**src/rtl/stitch_pipeline_bp.sv**
```systemverilog
// rtl/stitch_pipeline_bp.sv - elastic add-2^k pipeline with bubble-collapsing backpressure
module stitch_pipeline_bp #(
  parameter int WIDTH      = 32,
  parameter int STAGES     = 2,
  parameter int RESET_DATA = 0
) (
  input  logic                          clk,
  input  logic                          rst_n,
  input  logic [WIDTH-1:0]              in_data,
  input  logic                          in_valid,
  output logic                          in_ready,
  output logic [WIDTH-1:0]              out_data,
  output logic                          out_valid,
  input  logic                          out_ready,
  output logic [$clog2(STAGES+2)-1:0]   occupancy
);

  localparam int OCC_W = $clog2(STAGES+2);

  logic [WIDTH-1:0] r_data [0:STAGES];
  logic [STAGES:0]  r_valid;
  logic [STAGES:0]  w_en;
  logic [WIDTH-1:0] w_up_data  [0:STAGES];
  logic             w_up_valid [0:STAGES];
  logic [OCC_W-1:0] w_occ;

  // A level may advance when it is empty or the level after it advances.
  always_comb begin
    w_en = '0;
    w_en[STAGES] = !r_valid[STAGES] || out_ready;
    for (int i = STAGES - 1; i >= 0; i--) begin
      w_en[i] = !r_valid[i] || w_en[i+1];
    end
  end

  assign w_up_data[0]  = in_data;
  assign w_up_valid[0] = in_valid;

  for (genvar k = 0; k < STAGES; k++) begin : g_stage
    assign w_up_data[k+1]  = r_data[k] + (WIDTH'(1) << k);
    assign w_up_valid[k+1] = r_valid[k];
  end

  always_ff @(posedge clk) begin
    if (!rst_n) begin
      r_valid <= '0;
    end else begin
      for (int i = 0; i <= STAGES; i++) begin
        if (w_en[i]) r_valid[i] <= w_up_valid[i];
      end
    end
  end

  // Data only moves with a real item, so bubbles leave registers untouched.
  always_ff @(posedge clk) begin
    for (int i = 0; i <= STAGES; i++) begin
      if (!rst_n) begin
        if (RESET_DATA != 0) r_data[i] <= '0;
      end else if (w_en[i] && w_up_valid[i]) begin
        r_data[i] <= w_up_data[i];
      end
    end
  end

  always_comb begin
    w_occ = '0;
    for (int i = 0; i <= STAGES; i++) begin
      w_occ = w_occ + OCC_W'(r_valid[i]);
    end
  end

  assign in_ready  = rst_n && w_en[0];
  assign out_data  = r_data[STAGES];
  assign out_valid = r_valid[STAGES];
  assign occupancy = w_occ;

endmodule

```
**config.mk**
```make
export PLATFORM = sky130hd
export DESIGN_NAME = stitch_pipeline_bp
export DESIGN_NICKNAME = d
export VERILOG_FILES = /design/src/rtl/stitch_pipeline_bp.sv
export SDC_FILE = /design/constraint.sdc
export NUM_CORES = 1
export LEC_CHECK = 0
export ABC_AREA = 1
export BUFFER_PORTS_ARGS = -buffer_cell sky130_fd_sc_hd__buf_2
export CELL_PAD_IN_SITES_DETAIL_PLACEMENT = 1
export CELL_PAD_IN_SITES_GLOBAL_PLACEMENT = 1
export CORE_ASPECT_RATIO = 0.6
export CORE_MARGIN = 4
export CORE_UTILIZATION = 30
export CTS_CLUSTER_DIAMETER = 150
export DETAILED_ROUTE_END_ITERATION = 10
export HOLD_SLACK_MARGIN = 0.02
export PLACE_DENSITY = 0.57
export SLEW_MARGIN = 30
export SYNTH_ARGS = -nofsm -noshare
export SYNTH_HDL_FRONTEND = slang
export SYNTH_SLANG_ARGS = --single-unit
```
**constraint.sdc**
```tcl
create_clock -name clk -period 6.47 [get_ports clk]
set_clock_uncertainty 0.15 [all_clocks]
set_input_delay 1.941 -clock clk [delete_from_list [all_inputs] [get_ports clk]]
set_output_delay 1.941 -clock clk [all_outputs]
set_load 0.05 [all_outputs]
```
---- Word-level counts from Yosys, hierarchy flattened ----
Memory sizes are Yosys's and may differ from the RTL's.
Index checks and enable logic that the tools add are counted.
word-level totals
  RAM bits ................................ 96
  input port bits ......................... 36
  output and inout bits ................... 36
  word-level logic and storage cells ...... 27
  memory bits (read-only) ................. 0
  bits in registers ....................... 3
  latch bits .............................. 0
  memories ................................ 1
operators by class
  $lt $le $gt $ge ......................... 0
  div/mod/pow operators ................... 0
  bitwise gates (word level) .............. 0
  $mul .................................... 0
  mux-type cells .......................... 9
  shift-type cells ........................ 0
  reduce and logical (&&, ||, !) cells .... 10
  eq/ne operators ......................... 0
  $add $sub $neg .......................... 4
memories
  name    words  width  rd ports  clocked after Yosys merged registers in  write ports  line  source
  r_data  3      32     3         0                                        3            20    logic [WIDTH-1:0] r_data [0:STAGES];
operators by type and width
  operator                                        number
  adder 32 x 1 -> 32 bit (second input constant)  1
  adder 32 x 2 -> 32 bit (second input constant)  1
  2-to-1 mux 1 bit                                9
  logical AND 1 bit                               4
  zero test 1 bit                                 3
  logical OR 1 bit                                3
  adder 1 x 1 -> 2 bit                            1
  adder 2 x 1 -> 2 bit                            1

---- Logic depth before layout (Yosys ltp) ----
Gate-level depths: netlist (run 1).
  depth in word-level cells ............... 8
  gate-level depth with buffers ........... 8
  gate-level depth less buffers ........... 8

---- Worst setup path before layout (run 1) ----
No wires, ideal clock.
  kind .................................... input to output
  start point ............................. input out_ready
  end point ............................... output in_ready
  buffers on the path ..................... 0
  cell stages on the path ................. 4
  arrival time ............................ 2502 ps
  setup slack ............................. 1877 ps
  path through ............................ nor2_1 > nand3_1 > nand2_1 > inv_1
between the ends
  cells in the longest elaborated chain, start to end .. 4
ends and longest elaborated chain
  what                            line  source
  start, declared                 14    input logic out_ready,
  logical OR 1 bit                30    w_en[STAGES] = !r_valid[STAGES] || out_ready;
  logical OR 1 bit (2 in series)  32    w_en[i] = !r_valid[i] || w_en[i+1];
  logical AND 1 bit               72    assign in_ready = rst_n && w_en[0];
  end, declared                   11    output logic in_ready,
No other way between the ends.

---- Worst setup path in the final report (run 1) ----
Ends and elaborated chain as after synthesis.

==> impl_metrics.ini, run 1 <==
[clock_tree]
htreeDepth = 3
numClockSinks = 99
clk_pin_slew_worst_paths_ns = 0.07
clock_path_buffers = 2
hold_buffers = 0
post-cts-setup-buffers = 0
postCtsResizedCells = 0
numCtsBuffers = 9
worstSkewPairLatency_ns = 0.34
cts-root-buf = clkbuf_16
cts_tree = yes

[critical_path]
worstPathCellList = buf_2, nor2_1, nand3_1, nand2_1, inv_1, buf_2
worstPathMaxFanout = 4
r2r_setup_slack_ns = 4.68
cp-start-kind = input pin
worstPathArrival_ns = 2.76
crit_path_frequent_cell = buf_2
end_kind = output port
slowest_stage = nor2_1
cp.required_ns = 4.38
crit_path_max_incr_delay_ns = 0.23
timing_worst_setup_path_type = in2out

[sta]
finalSetupViolCount = 0
grt_setup_unrepaired = no
hold_viol = 0
slew-limit-headroom_pct = 59.86
drv_slew = 0
worst_pin_slew_ns = 0.6012
period_share_pct = 75.00
period_minus_slack_ns = 4.853
setup_tns_ns = 0
clock.fmax_mhz = 206.1

[yosys]
yosys.area_share.simple_pct = 27.97
synth_area_leaders = edfxtp_1 56%, nand2_1 13%, nor2_1 5.0%
yosysTopAreaCell = edfxtp_1
synth-compound-area-share_pct = 0.3923
synth.yosys.seq_area_share_pct = 57.66
syn_nets = 559
async_flop_share_pct = 0
yosys_warnings = 0
syn_area_um2 = 5104
synth_cells = 520
synth_top_area_share_pct = 56.48
ys_seq_elements = 99
yosysUniqueCellTypes = 22
synth_edf_count = 96
synth_top_family_by_area = simple AND/OR/NAND/NOR gates
synth_xor_area_share_pct = 5.295
yosys.area_share.adder_pct = 0.8826
synth_ff_type = edfxtp_1
syn_avg_cell_area_um2 = 9.815
synth.area.mux_share_pct = 0

[pwr]
internal-power_mw = 1.061
p_per_area_nw_per_um2 = 234.1
pwr-share-clk_pct = 39.8
power.share.switching_pct = 22.24
leakage_nw = 2.327
power.share.sequential_pct = 54.4
power.total_mw = 1.364
ir_drop_mv = 0.1189
pwr-share-comb_pct = 5.7
p_sw_uw = 303.4

[die]
fp.dieW_um = 176.4
ioPinCount = 72
rows = 36
coreArea_um2 = 16440
fp.dieH_um = 109.0
start_util_pct = 31.04
die-area_um2 = 19230

[placed_design]
postPlaceCellArea_um2 = 5524
portBuffers = 71
place_congestion = 0.8583
hpwl_um = 9359

[cells_and_area]
nets = 611
final_common_cell = nand2_1
stdcell_area_um2 = 5827
synthToLayoutAreaGrowth_pct = 14.17
drive_above_1_share_pct = 21.32
antennaDiodeCount = 0
fillers = 1898
layout_common_cells = 177 x nand2_1, 96 x edfxtp_1, 71 x buf_2, 66 x nor2_1, 41 x inv_1

[detailed_routing]
via_per_inst = 4.153
via_count = 3343
drc = 0
wl_per_cell_um = 14.14
drt_wl_total_um = 11380
dr.pass1.iters = 4
ant_nets = 0
drt_iter0_drc = 123

[status]
status = finished, final reports clean

[flow_run]
drv_cap = 0

[global_routing]
track_usage_pct = 12.78
grt_antenna_before_repair = 0
grt_max_degree = 33
grt_pass1_vias = 3556
grt_pass1_wl_um = 18960
grt_remaining_overflow = 0

[min_path]
hp-class = reg2reg
-- power by group through the flow --
stage	clock network, mW	logic, mW	registers (mW)
after floorplan	0	0.0566	0.751
after global placement	0	0.0776	0.757
final	0.543	0.0782	0.743
after detailed placement	0	0.0800	0.757
after global routing	0.595	0.0882	0.745
after CTS	0.562	0.0803	0.743
-- Yosys cell counts, types with 3 or more instances --
library cell    n
nor2_2          6
nand3_1        18
nor2_4         12
edfxtp_1       96
inv_1          42
xor2_1         19
xnor2_1        10
nand2_2         9
dfxtp_1         3
buf_4          32
nand3b_1       14
nand2_1       177
nor2_1         68
-- per-stage QoR --
stage / cells / setup slack, ns / utilization [%] / hold WS (ns)
floorplan: 520 / 1.877 / - / 0.2503
global placement: 789 / 1.633 / 33.60 / 0.2638
detailed placement: 789 / 1.595 / 33.60 / 0.2635
CTS: 805 / 1.597 / 35.44 / 0.2801
global route: 805 / 1.500 / 35.44 / 0.2864
finish: 805 / 1.617 / 35.44 / 0.2748
-- critical path: cells and delay by family --
kind	cells	cell delay (ns)
buf+inv	3	0.34
simple gates	3	0.47
-- path summary, 6_finish.rpt --
check,to,cells past startpoint,from
worst max-delay path,in_ready,6,out_ready
worst min-delay path,r_data[0][64],0,r_data[0][32]
worst min register to register,r_data[0][64],0,r_data[0][32]
worst max register to register,r_data[0][54],8,r_data[0][1]
-- cell type report --
cell class / count / area [um^2] / share of cell area, %
repair buffers: 73 / 370.4 / 6.356
clock buffers: 11 / 242.7 / 4.166
multi-input cells: 347 / 1768 / 30.34
inverters: 42 / 157.7 / 2.706
flip-flops and latches: 99 / 2943 / 50.50
clock inverters: 5 / 60.06 / 1.031
well taps: 228 / 285.3 / 4.896
-- sequential cells by signal, indices dropped and copies added, names as in the netlist --
| register | flops |
|---|---|
| r_valid | 3 |
| r_data | 96 |
-- per-layer routing --
metal / vias up / routed length, um / GRT usage, %
met5: - / 0 / 0
met4: 0 / 122 / 2.815
met3: 12 / 613 / 3.292
met2: 77 / 4315 / 17.81
met1: 1511 / 6328 / 19.82
li1: 1743 / - / -
-- logic make-up (layout without fill, tap and decap cells) --
group,Yosys count,count (layout)
buffers and inverters,74,131
adder cells (fa/ha/maj),3,3
flip-flops,99,99
AND/OR/NAND/NOR,310,310
AO/OA/AOI/OAI,4,4
XOR/XNOR,30,30
No activity file was read; power rests on OpenSTA's default activity.
==> run 2: changes to the inputs <==
- PLACE_DENSITY: 0.57 -> 0.59
- clock period: 6.47 -> 4.4 ns (I/O delays scaled with it)
==> impl_metrics.ini, run 2 (synthesized netlist as in run 1, its figures left out) <==
[pwr]
p_per_area_nw_per_um2 = 341.9
ir_drop_mv = 0.1302
leakage_nw = 2.327

[sta]
hold_viol = 0
slew-limit-headroom_pct = 59.86
grt_setup_unrepaired = no
setup_tns_ns = 0
period_minus_slack_ns = 3.636
clock.fmax_mhz = 275.1
period_share_pct = 82.63
drv_slew = 0
setup_ws_ns = 0.7643
finalSetupViolCount = 0
worst_pin_slew_ns = 0.6013

[min_path]
min_path_cells = 0
min_from = r_data[0][32]
hold_path_end = r_data[0][64]
hp-class = reg2reg

[clock_tree]
htreeDepth = 3
cts_tree = yes
numClockSinks = 99
post-cts-setup-buffers = 0
numCtsBuffers = 9
clock_path_buffers = 2
cts-root-buf = clkbuf_16
postCtsResizedCells = 0
clk_pin_slew_worst_paths_ns = 0.07
hold_buffers = 0
worstSkewPairLatency_ns = 0.34

[critical_path]
timing_worst_setup_path_type = in2out
cp-start-kind = input pin
worstPathArrival_ns = 2.17
worstPathMaxFanout = 4
cp.required_ns = 2.93
end_kind = output port
r2r_end = r_data[0][50]
rr_worst_depth = 6
r2r_setup_slack_ns = 2.58
r2r_start = r_data[0][1]

[cells_and_area]
largest_register = r_data
layout_common_cells = 177 x nand2_1, 96 x edfxtp_1, 71 x buf_2, 66 x nor2_1, 41 x inv_1
synthToLayoutAreaGrowth_pct = 13.95
fin_util_pct = 35.37
final_common_cell = nand2_1
largest_registers = r_data (96), r_valid (3)
drive_above_1_share_pct = 21.32
largest_reg_flops = 96
nets = 611
stdcell_area_um2 = 5816
antennaDiodeCount = 0

[die]
fp.dieH_um = 109.0
die-area_um2 = 19230
coreArea_um2 = 16440
ioPinCount = 72
rows = 36
fp.dieW_um = 176.4
start_util_pct = 31.04

[placed_design]
portBuffers = 71
dp_slack_ns = 0.7483
hpwl_um = 9380
place_congestion = 0.8451
postPlaceCellArea_um2 = 5524

[detailed_routing]
ant_nets = 0
wl_per_cell_um = 14.15
via_per_inst = 4.137
drc = 0
drt_wl_total_um = 11390
via_count = 3330
drt_iter0_drc = 101
dr.pass1.iters = 4

[global_routing]
grt_remaining_overflow = 0
track_usage_pct = 12.81
grt_max_degree = 33
grt_pass1_vias = 3522
grt_pass1_wl_um = 18900
grt_antenna_before_repair = 0

[status]
status = finished, final reports clean

[flow_run]
drv_cap = 0
==> run 2: changes by cell type in the layout (fill, tap and decap cells not counted) <==
cell / previous run / this run
clkbuf_1: 1 / 0
clkbuf_8: 1 / 0
clkinv_1: 0 / 1
clkinv_2: 1 / 3
clkinvlp_4: 1 / 0
==> run 2: area by class of cell <==
cell class | instances | area (um^2)
clock inverter | 7 | 66.31
clock buffer | 9 | 225.2
fill | 1912 | 10630
inverter | 42 | 157.7
multi-input combinational | 347 | 1768
tap | 228 | 285.3
sequential | 99 | 2943
timing repair buffer | 73 | 370.4
==> run 2: routing by layer <==
| layer | global-route usage (%) | vias up | share of wire, % |
|---|---|---|---|
| met2 | 17.43 | 67 | 38 |
| li1 | - | 1737 | - |
| met1 | 19.97 | 1515 | 56 |
| met4 | 2.980 | 0 | 0.97 |
| met3 | 3.534 | 11 | 4.9 |
| met5 | 0 | - | 0 |
==> run 2: how the worst max path moves through the flow <==
stage | startpoint | slack, ns | to
6_report | out_ready | 0.76 | in_ready
5_1_grt | out_ready | 0.65 | in_ready
4_1_cts | out_ready | 0.75 | in_ready
3_5_place_dp | out_ready | 0.75 | in_ready
3_3_place_gp | out_ready | 0.80 | in_ready
2_1_floorplan | out_ready | 0.95 | r_data[0][0]
==> run 2: stage by stage <==
step	cells	hold slack, ns	power, mW
after detailed placement	789	0.2690	1.231
after floorplan	520	0.2503	1.187
after CTS	805	0.2804	2.030
final	805	0.2758	1.989
after global routing	805	0.2977	2.079
after global placement	789	0.2654	1.226
==> run 2: where the power goes <==
part | switching (mW) | internal [mW] | total, mW
Combinational | 0.0790 | 0.0360 | 0.115
Sequential | 0.0267 | 1.07 | 1.09
Clock | 0.343 | 0.439 | 0.782
Total | 0.449 | 1.54 | 1.99
==> run 2: worst max-delay path: stages <==
cell	delay, ns
buf_2	0.09
nor2_1	0.23
nand3_1	0.15
nand2_1	0.12
inv_1	0.04
buf_2	0.20
==> run 3: changes to the inputs <==
- PLACE_DENSITY: 0.59 -> 0.57
- clock period: 4.4 -> 3.6 ns (I/O delays scaled with it)
==> impl_metrics.ini, run 3 (synthesized netlist as in run 1, its figures left out) <==
[pwr]
ir_drop_mv = 0.1986
power.share.sequential_pct = 55.3
p_per_area_nw_per_um2 = 415.2
pwr-share-comb_pct = 5.8
internal-power_mw = 1.883
p_sw_uw = 528.4
pwr-share-clk_pct = 38.8
leakage_nw = 2.322
power.share.switching_pct = 21.91

[clock_tree]
numCtsBuffers = 9
htreeDepth = 3
post-cts-setup-buffers = 0
cts-root-buf = clkbuf_16
numClockSinks = 99
cts_tree = yes
clock_path_buffers = 2
hold_buffers = 0
postCtsResizedCells = 0
clk_pin_slew_worst_paths_ns = 0.07
worstSkewPairLatency_ns = 0.33

[cells_and_area]
fillers = 1894
nets = 611
layout_common_cells = 177 x nand2_1, 96 x edfxtp_1, 71 x buf_2, 66 x nor2_1, 41 x inv_1
seq_area_um2 = 2943
fin_util_pct = 35.33
synthToLayoutAreaGrowth_pct = 13.83
final_common_cell = nand2_1
largest_registers = r_data (96), r_valid (3)
drive_above_1_share_pct = 20.97
multi_input_area_um2 = 1768
largest_reg_flops = 96
antennaDiodeCount = 0
largest_register = r_data

[detailed_routing]
dr.pass1.iters = 4
ant_nets = 0
wl_per_cell_um = 14.12
via_per_inst = 4.138
drt_iter0_drc = 118
via_count = 3331
drt_wl_total_um = 11370
drc = 0

[global_routing]
grt_max_degree = 33
grt_antenna_before_repair = 0
grt_remaining_overflow = 0
grt_pass1_wl_um = 18710
track_usage_pct = 12.69
grt_pass1_vias = 3465

[sta]
slew-limit-headroom_pct = 59.83
hold_viol = 0
setup_tns_ns = 0
finalSetupViolCount = 0
period_share_pct = 87.48
setup_ws_ns = 0.4506
drv_slew = 0
period_minus_slack_ns = 3.149
clock.fmax_mhz = 317.5
worst_pin_slew_ns = 0.6017
grt_setup_unrepaired = no

[critical_path]
cp.required_ns = 2.37
cp-start-kind = input pin
worstPathArrival_ns = 1.92
end_kind = output port
crit_path_frequent_cell = buf_2
crit_path_max_incr_delay_ns = 0.23
worstPathCellList = buf_2, nor2_1, nand3_1, nand2_1, inv_1, buf_2
timing_worst_setup_path_type = in2out
worstPathMaxFanout = 4
slowest_stage = nor2_1

[die]
fp.dieH_um = 109.0
ioPinCount = 72
fp.dieW_um = 176.4
coreArea_um2 = 16440
start_util_pct = 31.04
rows = 36
die-area_um2 = 19230

[flow_run]
drv_cap = 0

[status]
status = finished, final reports clean

[placed_design]
portBuffers = 71
hpwl_um = 9404
place_congestion = 0.8617
dp_slack_ns = 0.4573

[min_path]
hp-class = reg2reg
run 3: path summary, 6_finish.rpt:
path	start	to	depth (start not counted)	slack, ns
min reg2reg	r_data[0][32]	r_data[0][64]	0	0.28
min	r_data[0][32]	r_data[0][64]	0	0.28
max reg2reg	r_data[0][1]	r_data[0][62]	8	1.80
max	out_ready	in_ready	6	0.45
run 3: critical path: cells and delay by family:
family / cells / cell delay [ns]
simple gates: 3 / 0.50
buf+inv: 3 / 0.33
run 3: final cells by class:
class,instances,share of cell area [%]
clock buffer,11,4.006
multi-input combinational,347,30.43
tap,228,4.911
timing repair buffer,73,6.375
inverter,42,2.714
sequential,99,50.66
clock inverter,5,0.9046
run 3: power groups by stage:
stage                     combinational [mW]  clock (mW)  sequential [mW]
after floorplan                        0.102           0             1.35
after global placement                 0.140           0             1.36
after detailed placement               0.144           0             1.36
after CTS                              0.144       0.974             1.33
after global routing                   0.158        1.03             1.34
final                                  0.141       0.936             1.33
run 3: routing by layer:
metal	GRT usage, %	vias up	wire, um
met1	20.12	1511	6456
met5	0	-	0
met3	3.430	13	525
met4	2.704	0	96
met2	17.05	69	4290
li1	-	1738	-
run 3: metrics by stage:
stage          hold WS [ns]  area [um^2]  power [mW]  instances
2_1_floorplan        0.2503         5104       1.451        520
3_3_place_gp         0.2648         5524       1.499        789
3_5_place_dp         0.2687         5524       1.504        789
4_1_cts              0.2793         5809       2.453        805
5_1_grt              0.2858         5809       2.527        805
6_report             0.2768         5809       2.412        805
